==> src/rtl/uart_rx_packetizer.sv <==
// Assembles SYNC + payload + XOR-checksum packets from a UART receiver byte stream
// and presents verified packets on a single-entry valid/ready output buffer.
module uart_rx_packetizer #(
   parameter int unsigned PAYLOAD_BYTES  = 4,
   parameter logic [7:0]  SYNC_BYTE      = 8'hA5,
   parameter int unsigned TIMEOUT_CYCLES = 100_000
) (
   input  logic                         clock_i,
   input  logic                         reset_n_i,
   input  logic [7:0]                   rx_data_i,
   input  logic                         rx_done_i,
   input  logic                         rx_framing_error_i,
   output logic [8*PAYLOAD_BYTES-1:0]   pkt_data_o,
   output logic                         pkt_valid_o,
   input  logic                         pkt_ready_i,
   output logic                         busy_o,
   output logic                         err_checksum_o,
   output logic                         err_framing_o,
   output logic                         err_timeout_o,
   output logic                         err_overflow_o
);

   localparam int IW = $clog2(PAYLOAD_BYTES) + 1;
   localparam int TW = $clog2(TIMEOUT_CYCLES + 1);

   typedef enum logic [1:0] {HUNT, PAYLOAD, CHECK} state_t;

   state_t                       state_q;
   logic [IW-1:0]                idx_q;
   logic [7:0]                   acc_q;
   logic [TW-1:0]                timer_q;
   logic                         fe_q;
   logic [8*PAYLOAD_BYTES-1:0]   asm_flat;

   logic fe_rise;
   logic byte_ok;
   logic good_pkt;
   logic accept;
   logic timed_out;

   // A framing-error rising edge swallows any byte that arrives in the same cycle.
   assign fe_rise   = rx_framing_error_i & ~fe_q;
   assign byte_ok   = rx_done_i & ~fe_rise;
   assign good_pkt  = byte_ok && (state_q == CHECK) && (rx_data_i == acc_q);
   assign accept    = pkt_valid_o & pkt_ready_i;
   assign timed_out = (state_q != HUNT) && !rx_done_i && (timer_q == TW'(TIMEOUT_CYCLES - 1));
   assign busy_o    = (state_q != HUNT);

   for (genvar gi = 0; gi < PAYLOAD_BYTES; gi++) begin : g_slot
      logic [7:0] slot_q;
      always_ff @(posedge clock_i) begin
         if (!reset_n_i) begin
            slot_q <= '0;
         end else if (byte_ok && (state_q == PAYLOAD) && (idx_q == IW'(gi))) begin
            slot_q <= rx_data_i;
         end
      end
      assign asm_flat[gi*8 +: 8] = slot_q;
   end

   always_ff @(posedge clock_i) begin
      if (!reset_n_i) begin
         state_q        <= HUNT;
         idx_q          <= '0;
         acc_q          <= '0;
         timer_q        <= '0;
         fe_q           <= 1'b0;
         pkt_data_o     <= '0;
         pkt_valid_o    <= 1'b0;
         err_checksum_o <= 1'b0;
         err_framing_o  <= 1'b0;
         err_timeout_o  <= 1'b0;
         err_overflow_o <= 1'b0;
      end else begin
         fe_q           <= rx_framing_error_i;
         err_checksum_o <= 1'b0;
         err_framing_o  <= fe_rise;
         err_timeout_o  <= 1'b0;
         err_overflow_o <= 1'b0;
         timer_q        <= ((state_q == HUNT) || rx_done_i) ? '0 : timer_q + TW'(1);

         if (fe_rise) begin
            state_q <= HUNT;
         end else if (byte_ok) begin
            case (state_q)
               HUNT: begin
                  if (rx_data_i == SYNC_BYTE) begin
                     state_q <= PAYLOAD;
                     idx_q   <= '0;
                     acc_q   <= '0;
                  end
               end
               PAYLOAD: begin
                  acc_q <= acc_q ^ rx_data_i;
                  idx_q <= idx_q + IW'(1);
                  if (idx_q == IW'(PAYLOAD_BYTES - 1)) state_q <= CHECK;
               end
               CHECK: begin
                  state_q <= HUNT;
                  if (rx_data_i != acc_q) err_checksum_o <= 1'b1;
               end
               default: state_q <= HUNT;
            endcase
         end else if (timed_out) begin
            state_q       <= HUNT;
            err_timeout_o <= 1'b1;
         end

         // A full buffer can still take a new packet if it is being drained this cycle.
         if (good_pkt) begin
            if (!pkt_valid_o || accept) begin
               pkt_data_o  <= asm_flat;
               pkt_valid_o <= 1'b1;
            end else begin
               err_overflow_o <= 1'b1;
            end
         end else if (accept) begin
            pkt_valid_o <= 1'b0;
         end
      end
   end

endmodule

==> config.mk <==
export PLATFORM = sky130hd
export DESIGN_NAME = uart_rx_packetizer
export DESIGN_NICKNAME = d
export VERILOG_FILES = /design/src/rtl/uart_rx_packetizer.sv
export SDC_FILE = /design/constraint.sdc
export NUM_CORES = 1
export LEC_CHECK = 0
export BUFFER_PORTS_ARGS = -buffer_cell sky130_fd_sc_hd__buf_2
export CORE_UTILIZATION = 30
export DETAILED_ROUTE_END_ITERATION = 10
export HOLD_SLACK_MARGIN = 0.02
export PLACE_DENSITY = 0.58
export SKIP_CTS_REPAIR_TIMING = 1
export SYNTH_ARGS = -nofsm -noshare
export SYNTH_HDL_FRONTEND = slang
export SYNTH_SLANG_ARGS = --single-unit
==> constraint.sdc <==
create_clock -name clock_i -period 2.35 [get_ports clock_i]
set_input_delay 0.235 -clock clock_i [delete_from_list [all_inputs] [get_ports clock_i]]
set_output_delay 0.235 -clock clock_i [all_outputs]
set_load 0.01 [all_outputs]
==> results.py, run 1 <==
metrics = {
    "worst_hold_path": {
        "min_delay_path_depth": 2,
        "min_from": "rx_framing_error_i",
        "min_to": "fe_q",
        "min_path_type": "input pin to flip-flop",
    },
    "yosys": {
        "synthAdderAreaFrac_pct": 1.76,
        "synth.ff_latch_count": 100,
        "yosys-mux-area-fraction_pct": 13.1,
        "ys_types": 45,
        "synth_top_family_by_area": "simple AND/OR/NAND/NOR gates",
        "synth_edf_count": 0,
        "syn-num-nets": 472,
        "netlist_instances": 453,
        "synth-compound-area-share_pct": 6.80,
        "synth_area_um2": 4270,
        "yosysSeqAreaShare_pct": 46.9,
        "ys.flop_type": "dfxtp_1",
        "yosys.area_share.simple_pct": 21.6,
        "synth_xor_area_share_pct": 4.92,
        "yosys_warnings": 0,
        "async_reset_ff_share_pct": 0,
        "synth.avg_cell_area_um2": 9.43,
    },
    "clock_tree": {
        "cts_buffers": 9,
        "h-tree-depth": 3,
        "clockRootBuffer": "clkbuf_16",
        "clock_path_buffers": 2,
        "clk_pin_slew_worst_paths_ns": 0.07,
        "cts_tree": "built",
        "clkLatencyLatePin_ns": 0.34,
        "clock-sinks": 100,
    },
    "global_route": {
        "antenna_found_initial": 0,
        "overflow": 0,
        "grt_use_total_pct": 13.2,
        "grt_pass1_wl_mm": 15.1,
        "grt_pass1_vias": 2956,
        "grt_max_degree": 45,
    },
    "setup_path": {
        "worst-endpoint-arrival_ns": 2.08,
        "timing.rr.start": "state_q[0]",
        "worst-path-max-fanout": 8,
        "r2r-end": "g_slot[1].slot_q[5]",
        "required_ns": 2.57,
        "crit_start": "state_q[0]",
        "crit_type": "flip-flop to flip-flop",
        "endpoint_kind": "flip-flop",
        "r2r_slack_ns": 0.49,
        "start_kind": "flip-flop",
        "reg2reg_depth": 4,
    },
    "route": {
        "first_pass_iters": 4,
        "wl_mm": 9.26,
        "drt_iter0_drc": 248,
        "vias": 3172,
        "routedWlPerCell_um": 13.7,
        "drc_errors": 0,
        "ant_nets": 0,
        "routed_via_density": 4.70,
    },
    "floorplanning": {
        "row_count": 43,
        "die_h_um": 121,
        "initial_core_util_pct": 30.8,
        "io_pins": 51,
        "die_w_um": 121,
        "core_area_um2": 13900,
        "die_area_um2": 14700,
    },
    "power": {
        "p_leak_nw": 1.94,
        "ir_drop_uv": 287,
        "powerDensity_nw_per_um2": 644,
    },
    "sta": {
        "finalSetupTns_ns": 0,
        "worstMarginPinSlew_ns": 0.648,
        "fmax_mhz": 538,
        "period_needed_ns": 1.86,
        "rsz0062_at_grt": "false",
        "hold_viol": 0,
        "drv_slew": 0,
        "final-setup-viol-count": 0,
        "worst_slack_ns": 0.490,
        "slew_headroom_pct": 56.8,
        "period_share_pct": 79.1,
        "skew_ns": 0.00594,
    },
    "finish": {
        "final_core_util_pct": 35.3,
        "final_nets": 509,
        "area_growth_pct": 14.9,
        "multiInputGateArea_um2": 2060,
        "drive_gt1_share_pct": 17.8,
        "n_fill_cell": 1443,
        "final_area_um2": 4900,
        "antenna_cells": 0,
        "regArea_um2": 2000,
    },
    "placement": {
        "dp_hpwl_mm": 6.56,
        "postPlaceCellArea_um2": 4640,
        "place_ws_ns": 0.512,
        "routabilityCongestion": 0.758,
        "io_buffers": 50,
    },
    "job": {
        "cap_viol_max_count": 0,
    },
    "outcome": {
        "status": "finished clean",
    },
}
[layout by cell type (no fill, tap or decap), types with 2 or more instances in the layout]
master       n
inv_6        2
nor2_1      40
xor2_1       8
buf_2       50
nor3_1       2
buf_4        7
ha_1         6
nand2_1     80
xnor2_2      7
nor2b_1      3
xnor2_1      3
or3_1        3
and4b_1      2
clkinv_2     2
and2_1       2
clkbuf_1     2
nand3_1     15
inv_1        6
and4_1       2
and3_1       4
clkbuf_16    9
dfxtp_1    100
nand2b_1    10
a21oi_1     26
mux2i_1     56
nor4b_1      2
o31ai_1      2
o21ai_0      5
a311oi_1     8
nand4_2      5
or4_1        3
nand4_1      8
[final cells by class]
| cell class | instances | area share [%] |
|---|---|---|
| sequential | 100 | 40.8 |
| multi-input combinational | 314 | 42.0 |
| timing repair buffer | 58 | 6.58 |
| clock inverter | 5 | 0.740 |
| clock buffer | 11 | 4.74 |
| tap | 180 | 4.59 |
| inverter | 7 | 0.536 |
[where the power goes]
part / switching [mW] / internal [mW]
registers: 0.000595 / 1.70
logic: 0.0721 / 0.0267
clock network: 0.637 / 0.725
total: 0.710 / 2.45
[state kept, by name, indices dropped and copies added, names as in the netlist]
| register | flops |
|---|---|
| state_q | 2 |
| fe_q | 1 |
| g_slot.slot_q | 32 |
| err_overflow_o | 1 |
| pkt_data_o | 32 |
| pkt_valid_o | 1 |
| idx_q | 3 |
| err_timeout_o | 1 |
| timer_q | 17 |
| acc_q | 8 |
| err_framing_o | 1 |
| err_checksum_o | 1 |
[metal layers]
| layer | wire length (um) | GRT usage (%) | vias up |
|---|---|---|---|
| met5 | 0 | 0 | - |
| met4 | 112 | 5.56 | 0 |
| met3 | 340 | 3.15 | 9 |
| met2 | 4240 | 20.1 | 49 |
| met1 | 4560 | 17.8 | 1492 |
| li1 | - | - | 1622 |
[synth_stat cells (2+ instances only)]
cell type,count,area share [%]
buf_4,2,0.35
and2_1,2,0.29
nand4_2,5,1.5
nand4_1,8,1.2
nor4b_1,2,0.41
nand2_1,80,7.0
and3_1,4,0.59
and4_1,2,0.41
and4b_1,2,0.47
o31ai_1,2,0.35
a21oi_1,26,3.0
nand2b_1,10,1.5
xor2_1,8,1.6
buf_6,6,1.6
xnor2_1,3,0.62
buf_2,7,0.82
ha_1,6,1.8
nor2_1,40,3.5
or3_1,3,0.44
inv_1,6,0.53
or4_1,3,0.53
clkbuf_1,15,1.3
a311oi_1,8,1.6
nand3_1,15,1.8
mux2i_1,56,13
dfxtp_1,100,47
xnor2_2,7,2.7
nor2b_1,3,0.44
nor3_1,2,0.23
o21ai_0,5,0.59
[per-stage QoR]
step | instances | total power [mW] | hold WS (ns)
finish | 675 | 3.16 | 0.150
global route | 675 | 3.27 | 0.148
CTS | 675 | 3.20 | 0.143
detailed placement | 659 | 1.83 | 0.421
global placement | 659 | 1.83 | 0.421
floorplan | 453 | 1.81 | 0.371
[worst max path at each step]
stage                           to  slack, ns
4_1_cts        g_slot[1].slot_q[5]       0.51
6_report       g_slot[1].slot_q[5]       0.49
3_5_place_dp   g_slot[1].slot_q[5]       0.51
5_1_grt        g_slot[1].slot_q[6]       0.37
3_3_place_gp         pkt_data_o[5]       0.60
2_1_floorplan       pkt_data_o[10]       0.77
[worst max-delay path: stages, from the launching register on]
cell	delay, ns
dfxtp_1	0.44
nor3b_1	0.54
nand4_2	0.42
mux2i_1	0.27
nor2_1	0.06
[logic make-up (layout without fill, tap and decap cells)]
group / count (synthesis) / count (layout)
AOI/OAI and AO/OA: 47 / 47
xor gates and xnor gates: 18 / 18
adders and majority gates: 6 / 6
buffers and inverters: 39 / 81
DFF: 100 / 100
muxes: 56 / 56
and+or+nand+nor: 187 / 187
Power figures use the tool's default switching activity.
==> run 2: changes to the inputs <==
Settings changed: ABC_AREA from default to 1.
Clock period 2.35 ns to 1.8 ns, I/O delays scaled along.
==> run 2 against run 1 <==
  * Clock skew rose by 0.0053 ns
  * Critical path depth rose by 4
  * Largest cell class is now sequential cells
  * Via count rose by 14%
  * Combinational power rose by 83%
==> results.py, run 2 <==
metrics = {
    "outcome": {
        "status": "finished clean",
    },
    "route": {
        "wl_mm": 9.14,
        "first_pass_iters": 4,
        "vias": 3606,
        "ant_nets": 0,
        "routedWlPerCell_um": 11.2,
        "drc_errors": 0,
        "routed_via_density": 4.41,
        "drt_iter0_drc": 241,
    },
    "sta": {
        "worstMarginPinSlew_ns": 0.440,
        "rsz0062_at_grt": "false",
        "hold_viol": 0,
        "skew_ns": 0.0112,
        "final-setup-viol-count": 0,
        "finalSetupTns_ns": 0,
        "period_share_pct": 88.7,
        "slew_headroom_pct": 70.6,
        "period_needed_ns": 1.60,
        "fmax_mhz": 626,
        "drv_slew": 0,
    },
    "yosys": {
        "synth_area_leaders": "dfxtp_1 (48%), nand2_1 (12%), nor2_1 (10%)",
        "synth.avg_cell_area_um2": 7.09,
        "synth_top_family_by_area": "simple AND/OR/NAND/NOR gates",
        "synth-compound-area-share_pct": 11.6,
        "ys.flop_type": "dfxtp_1",
        "yosysSeqAreaShare_pct": 47.6,
        "netlist_instances": 594,
        "synth_top_cells_by_count": "nand2_1 (129), nor2_1 (112), dfxtp_1 (100)",
        "syn-num-nets": 613,
        "yosys_warnings": 0,
        "synth_most_common_cell": "nand2_1",
        "synth_edf_count": 0,
        "synth.ff_latch_count": 100,
        "yosysTopAreaCell": "dfxtp_1",
        "synth_area_um2": 4210,
        "yosys.area_share.simple_pct": 27.6,
        "ys_types": 26,
        "async_reset_ff_share_pct": 0,
        "yosysTopAreaCellShare_pct": 47.6,
        "yosys-mux-area-fraction_pct": 0,
        "synth_xor_area_share_pct": 1.04,
        "synthAdderAreaFrac_pct": 1.78,
    },
    "placement": {
        "io_buffers": 50,
        "dp_hpwl_mm": 6.41,
        "routabilityCongestion": 0.782,
        "place_inst": 802,
    },
    "global_route": {
        "grt_max_degree": 65,
        "overflow": 0,
        "grt_pass1_vias": 3241,
        "grt_use_total_pct": 13.2,
        "antenna_found_initial": 0,
        "grt_pass1_wl_mm": 15.1,
    },
    "finish": {
        "area_growth_pct": 15.9,
        "final_common_cell": "nand2_1",
        "fin_cells": 818,
        "drive_gt1_share_pct": 14.2,
        "final_nets": 656,
        "final_core_util_pct": 36.3,
        "reg.largest.list": "g_slot.slot_q x32, pkt_data_o x32, timer_q x17",
        "antenna_cells": 0,
        "regArea_um2": 2000,
        "mostFrequentLayoutCells": "nand2_1 (128), nor2_1 (112), dfxtp_1 (100)",
        "n_fill_cell": 1478,
        "multiInputGateArea_um2": 1770,
    },
    "setup_path": {
        "crit_slowest_cell": "dfxtp_1",
        "cp_top_family": "simple AND/OR/NAND/NOR gates",
        "reg2reg_depth": 8,
        "crit_type": "flip-flop to flip-flop",
        "cpPeakStageDelay_ns": 0.35,
        "path_depth": 8,
        "start_kind": "flip-flop",
        "worst-path-max-fanout": 6,
        "worstPathCellList": "ha_1, nand3_1, nor2_1, nand2_1, nor2_2, nand2_1, o21ai_1, a21oi_1",
        "endpoint_kind": "flip-flop",
        "cpMostUsedCell": "nand2_1",
        "path_buf_inv": 0,
        "required_ns": 2.01,
        "worst-endpoint-arrival_ns": 1.80,
    },
    "power": {
        "powerDensity_nw_per_um2": 873,
        "p_clk_share_pct": 43.3,
        "p_sw_mw": 1.02,
        "power.internal_mw": 3.24,
        "swShare_pct": 24.0,
        "finalPower_mw": 4.26,
        "seq_power_share_pct": 52.4,
        "combinationalPowerShare_pct": 4.3,
        "ir_drop_uv": 400,
        "p_leak_nw": 2.34,
    },
    "floorplanning": {
        "die_area_um2": 14500,
        "core_area_um2": 13500,
        "row_count": 42,
        "die_w_um": 120,
        "die_h_um": 120,
        "io_pins": 51,
        "initial_core_util_pct": 31.3,
    },
    "clock_tree": {
        "h-tree-depth": 3,
        "clockRootBuffer": "clkbuf_16",
        "clock_path_buffers": 2,
        "cts_tree": "built",
        "clk_pin_slew_worst_paths_ns": 0.07,
        "cts_buffers": 9,
        "clkLatencyLatePin_ns": 0.34,
        "clock-sinks": 100,
    },
    "job": {
        "cap_viol_max_count": 0,
    },
    "worst_hold_path": {
        "min_path_type": "input pin to flip-flop",
        "min_delay_path_depth": 2,
    },
}
[run 2: final timing paths]
| check | from | endpoint | slack [ns] |
|---|---|---|---|
| max reg2reg | timer_q[0] | timer_q[16] | 0.20 |
| min | rx_done_i | err_timeout_o | 0.08 |
| max | timer_q[0] | timer_q[16] | 0.20 |
| min reg2reg | fe_q | err_framing_o | 0.42 |
[run 2: final cells by class]
class / instances / share of cell area [%]
clock buffers: 9 / 4.62
clock inverters: 7 / 1.28
inverters: 82 / 6.39
multi-input cells: 391 / 36.3
flip-flops and latches: 100 / 41.0
well taps: 176 / 4.51
repair buffers: 53 / 5.85
[run 2: power groups by stage]
stage                     combinational (mW)  sequential, mW  clock, mW
final                                  0.181            2.23       1.85
after CTS                              0.181            2.23       1.91
after global routing                   0.203            2.24       1.99
after floorplan                        0.117            2.28          0
after global placement                 0.177            2.29          0
after detailed placement               0.180            2.29          0
[run 2: cell families (layout without fill, tap and decap cells)]
group / Yosys count / in the layout
buf+inv: 103 / 151
compound gates: 97 / 97
flops: 100 / 100
simple gates: 283 / 283
xor+xnor: 5 / 5
fa+ha+maj: 6 / 6
[run 2: stage by stage]
stage	setup WS (ns)	cell area, um2	hold slack [ns]
after floorplan	0.382	4210	0.259
after global placement	0.249	4580	0.426
after detailed placement	0.145	4580	0.426
after CTS	0.123	4870	0.0678
after global routing	0.0110	4880	0.0773
final	0.203	4880	0.0755
[run 2: routing by layer]
metal | GRT usage [%] | wire length, um | vias up
met4 | 4.40 | 114 | 0
met2 | 20.5 | 4030 | 71
met3 | 4.01 | 490 | 8
li1 | - | - | 1926
met5 | 0 | 0 | -
met1 | 17.2 | 4500 | 1601
[run 2: worst register-to-register path: stages (launching register included)]
cell	delay [ns]
dfxtp_1	0.35
ha_1	0.19
nand3_1	0.15
nor2_1	0.15
nand2_1	0.11
nor2_2	0.22
nand2_1	0.11
o21ai_1	0.13
a21oi_1	0.07
